### src/rtl/sid_voice_mixer.sv
// sid_voice_mixer
// Sums three SID voices and an external input into a 14-bit signed accumulator. It then
// scales the sum by the 4-bit master volume and presents it as a signed 16-bit sample.
// A mix is requested by ce_1m and runs through a fixed 7-state sequence, one state per clock.
//
// Ports
//   clock        system clock, rising edge
//   reset        asynchronous active-low reset
//   ce_1m        one-clock mix request strobe
//   voice1..3    signed 12-bit voice samples
//   ext_in       signed 12-bit external audio
//   mode_vol     bit7 mutes voice 3, bits3:0 master volume
//   peak_clr     clears peak
//   overrun_clr  clears overrun
//   audio_out    signed 16-bit mixed sample, held between updates
//   sample_valid one-cycle pulse when audio_out updates
//   peak         largest |audio_out| since last clear
//   overrun      sticky: a request arrived while a mix was running
//   busy         high whenever the sequencer is not idle
module sid_voice_mixer (
    input  logic               clock,
    input  logic               reset,
    input  logic               ce_1m,
    input  logic signed [11:0] voice1,
    input  logic signed [11:0] voice2,
    input  logic signed [11:0] voice3,
    input  logic signed [11:0] ext_in,
    input  logic        [7:0]  mode_vol,
    input  logic               peak_clr,
    input  logic               overrun_clr,
    output logic signed [15:0] audio_out,
    output logic               sample_valid,
    output logic        [14:0] peak,
    output logic               overrun,
    output logic               busy
);

    typedef enum logic [2:0] {
        StIdle,
        StSum1,
        StSum2,
        StSum3,
        StSum4,
        StScale,
        StOut
    } state_t;

    state_t             state;
    logic signed [11:0] v1_s, v2_s, v3_s, ext_s;
    logic        [7:0]  mode_s;
    logic signed [13:0] acc;
    logic signed [17:0] prod;

    logic signed [17:0] prod_next;
    logic signed [15:0] out_new;
    logic        [14:0] out_mag;
    logic               unused_bits;

    function automatic logic signed [13:0] sx(input logic signed [11:0] v);
        return {{2{v[11]}}, v};
    endfunction

    // Volume is unsigned, so it enters the multiply as a non-negative signed operand.
    assign prod_next = $signed({{4{acc[13]}}, acc}) * $signed({14'd0, mode_s[3:0]});

    // Dropping the two LSBs of a two's-complement value is a floor divide by 4.
    assign out_new = prod[17:2];

    // |out_new| never exceeds 30720, so 15 bits are enough.
    assign out_mag = out_new[15] ? 15'(-out_new) : out_new[14:0];

    assign busy = (state != StIdle);

    assign unused_bits = ^{mode_s[6:4], prod[1:0]};

    always_ff @(posedge clock or negedge reset) begin
        if (!reset) begin
            state        <= StIdle;
            v1_s         <= '0;
            v2_s         <= '0;
            v3_s         <= '0;
            ext_s        <= '0;
            mode_s       <= '0;
            acc          <= '0;
            prod         <= '0;
            audio_out    <= '0;
            sample_valid <= 1'b0;
            peak         <= '0;
            overrun      <= 1'b0;
        end else begin
            sample_valid <= 1'b0;
            if (overrun_clr) overrun <= 1'b0;
            if (peak_clr) peak <= '0;

            case (state)
                StIdle: begin
                    if (ce_1m) begin
                        v1_s   <= voice1;
                        v2_s   <= voice2;
                        v3_s   <= voice3;
                        ext_s  <= ext_in;
                        mode_s <= mode_vol;
                        acc    <= '0;
                        state  <= StSum1;
                    end
                end
                StSum1: begin
                    acc   <= acc + sx(v1_s);
                    state <= StSum2;
                end
                StSum2: begin
                    acc   <= acc + sx(v2_s);
                    state <= StSum3;
                end
                StSum3: begin
                    acc   <= acc + (mode_s[7] ? 14'sd0 : sx(v3_s));
                    state <= StSum4;
                end
                StSum4: begin
                    acc   <= acc + sx(ext_s);
                    state <= StScale;
                end
                StScale: begin
                    prod  <= prod_next;
                    state <= StOut;
                end
                StOut: begin
                    audio_out    <= out_new;
                    sample_valid <= 1'b1;
                    // A clear in the same cycle restarts tracking from this sample.
                    if (peak_clr || (out_mag > peak)) peak <= out_mag;
                    state <= StIdle;
                end
                default: state <= StIdle;
            endcase

            // Requests during a mix are dropped; the flag set beats a same-cycle clear.
            if (ce_1m && (state != StIdle)) overrun <= 1'b1;
        end
    end

endmodule

### config.mk
export PLATFORM = sky130hd
export DESIGN_NAME = sid_voice_mixer
export DESIGN_NICKNAME = d
export VERILOG_FILES = /design/src/rtl/sid_voice_mixer.sv
export SDC_FILE = /design/constraint.sdc
export NUM_CORES = 1
export LEC_CHECK = 0
export BUFFER_PORTS_ARGS = -buffer_cell sky130_fd_sc_hd__buf_2
export CORE_ASPECT_RATIO = 0.8
export CORE_MARGIN = 2
export CORE_UTILIZATION = 25
export DETAILED_ROUTE_END_ITERATION = 12
export PLACE_DENSITY_LB_ADDON = 0.2
export SLEW_MARGIN = 0
export SYNTH_ARGS = -nofsm -noshare
export SYNTH_HDL_FRONTEND = slang
export SYNTH_SLANG_ARGS = --single-unit
### constraint.sdc
create_clock -name clock -period 5 [get_ports clock]
set_input_delay 0.75 -clock clock [delete_from_list [all_inputs] [get_ports clock]]
set_output_delay 0.75 -clock clock [all_outputs]
set_load 0.01 [all_outputs]
==> flow_summary_export.csv <==
group,metric,value,unit
outcome,status,"completed",
sta,setup_tns,0,ns
placed_design,dpl_cell_area,8940,sq um
clocking,cts_setup_buffers,0,
critical_path,reg2reg_depth,13,
logic_synthesis,ys_ff_latch,119,
logic_synthesis,seq_area_frac_synth,37.0,%
critical_path,critPathMaxFanout,15,
routing,drt-total-wl,18.9,mm
routing,drtIter0Drc,241,
sta,worst_slack,0.840,ns
logic_synthesis,syn-cell-area,8040,sq um
floorplan,io_pins,95,
clocking,clk_pin_slew,0.06,ns
floorplan,fp.dieH,164,microns
clocking,cts_buffers,17,
sta,grt_setup_unrepaired,"no",
logic_synthesis,yosys.area.top_type,"dfrtp_1",
logic_synthesis,syn_inst,827,
sta,relSlewSlack,33.7,%
logic_synthesis,synth-edff-count,0,
routing,drc,0,
placed_design,dp_slack,0.833,ns
grt,grt_overflow,0,
clocking,clk_latency,0.42,ns
critical_path,r2r_start,"mode_s[2]",
logic_synthesis,synth_top_area_share,37.0,%
sta,worst_pin_slew,0.992,ns
routing,top_layer,"met4",
finish,stdcell_area,9480,sq um
sta,min_period,4.16,ns
routing,met3_length,689,microns
routing,vias_per_cell,4.42,
clocking,clockBufferDepth,2,
clocking,cts_tree,"yes",
critical_path,cp-start-kind,"register",
floorplan,num_rows,58,
finish,n_antenna_cell,0,
routing,met1_length,10.1,mm
finish,area_growth,17.8,%
sta,finalClockSkew,0.0126,ns
sta,whs,0.237,ns
hold_path,hp-class,"in -> async",
logic_synthesis,syn_area_per_cell,9.73,sq um
floorplan,dieArea,33600,sq um
critical_path,required,5.27,ns
sta,slew_violations,0,
routing,met2_length,7.94,mm
placed_design,portBuffers,91,
clocking,cts.sinks,119,
logic_synthesis,synthDistinctLibCells,64,
clocking,cts.htree.levels,4,
sta,final-setup-viol-count,0,
finish,layout.nets,1063,
routing,routed-via-count,5925,
grt,track_usage,12.2,%
placed_design,hpwl,14.4,mm
sta,finalHoldViolCount,0,
floorplan,initial_core_util,25.5,%
grt,grt_pass1_vias,6143,
floorplan,fp.coreArea,31600,sq um
placed_design,gp_congestion,0.811,
grt,grt_start_max_net_pins,50,
logic_synthesis,synth_nets,978,
finish,layout-drive-gt1-share,20.3,%
logic_synthesis,yosysWarnings,0,
routing,wl_per_cell,14.1,microns
grt,antenna_found_initial,0,
clocking,cts_hold_buf,0,
critical_path,ff2ff_setup_slack,0.84,ns
routing,ant_nets,0,
critical_path,end_kind,"register",
clocking,clockRootBuffer,"clkbuf_16",
clocking,cts_resized,0,
grt,grt_pass1_wl,32.4,mm
sta,fin_crit_sh,83.2,%
critical_path,cp.arrival,4.43,ns
floorplan,die_w,205,microns
critical_path,r2r-end,"prod[16]",
critical_path,crit_type,"reg -> reg",
sta,fmax,0.240,GHz
logic_synthesis,synthFlopType,"dfrtp_1",
logic_synthesis,async_flop_share,100,%
logic_synthesis,synth.area.top_cells,"dfrtp_1 37%, ha_1 9.5%, fa_1 7.2%",
run,maxCapViolations,0,
routing,dr.pass1.iters,4,
layout make-up:
cell class	instances	area, sq um
well taps	420	526
inverters	79	299
fillers	3353	22100
multi-input cells	598	4630
repair buffers	97	503
clock inverters	9	80.1
clock buffers	20	457
flip-flops and latches	119	2980
state kept, by name, summed over array words and instances, names as in the netlist:
register,flops
v3_s,12
audio_out,16
ext_s,12
overrun,1
v1_s,12
mode_s,5
prod,16
sample_valid,1
acc,14
peak,15
v2_s,12
state,3
cell usage after synthesis (all sizes together), types with 5 or more instances:
cell type	instances
a31oi	7
o21a	8
nor3	5
a21o	18
nand3	9
and2	42
a211oi	8
and3	6
nor2	28
dfrtp	119
xor2	12
fa	29
o21ai	36
mux2	53
o211ai	5
a22o	20
o21bai	13
a21oi	43
ha	61
buf	13
inv	79
nor2b	6
or3	5
clkbuf	18
xnor2	21
nand2	119
critical path: stages (launching register included):
cell and delay [ns]:
dfrtp_1 0.56, and2_1 0.23, ha_1 0.28, inv_1 0.05, fa_1 0.50, fa_1 0.54, inv_1 0.04, ha_1 0.35
a211oi_1 0.36, o211ai_1 0.20, a32o_1 0.29, a221oi_1 0.31, xor2_1 0.20, o21ai_0 0.09
worst max path at each step:
stage                         start        to  slack (ns)  cells after the start
final                     mode_s[2]  prod[16]        0.84                     13
after global routing      mode_s[2]  prod[16]        0.56                     13
after CTS                 mode_s[2]  prod[16]        0.82                     13
after detailed placement  mode_s[2]  prod[16]        0.83                     13
after global placement    mode_s[2]  prod[16]        0.87                     13
after floorplan           mode_s[2]  prod[16]        1.27                     14
stage by stage:
stage,std cells,utilization (%)
after global routing,1342,30.0
after detailed placement,1313,28.3
final,1342,30.0
after global placement,1313,28.3
after CTS,1342,30.0
after floorplan,827,-
kinds of logic after synthesis:
| group | Yosys count | synth area share, % |
|---|---|---|
| AO/OA/AOI/OAI | 180 | 15.2 |
| XOR/XNOR | 33 | 3.59 |
| adder cells (fa/ha/maj) | 90 | 16.7 |
| buffers and inverters | 110 | 5.44 |
| flip-flops | 119 | 37.0 |
| multiplexers | 54 | 7.54 |
| AND/OR/NAND/NOR | 241 | 14.5 |
layout by cell type (no fill, tap or decap), types with 20 or more instances in the layout:
cell / Yosys / final
a21oi_1: 43 / 43
a22o_1: 20 / 20
and2_1: 41 / 41
buf_2: 9 / 90
dfrtp_1: 119 / 119
fa_1: 29 / 29
ha_1: 61 / 61
inv_1: 77 / 77
mux2_2: 50 / 50
nand2_1: 119 / 119
nor2_1: 27 / 27
o21ai_0: 36 / 36
xnor2_1: 21 / 21
per-layer routing:
layer	vias up	global-route usage, %
met2	81	18.4
met3	12	2.60
met4	0	3.36
met5	-	0
li1	3022	-
met1	2810	17.5
Power is not shown: default switching activity piles up to over one toggle a cycle in this logic, so the estimate is an artifact.
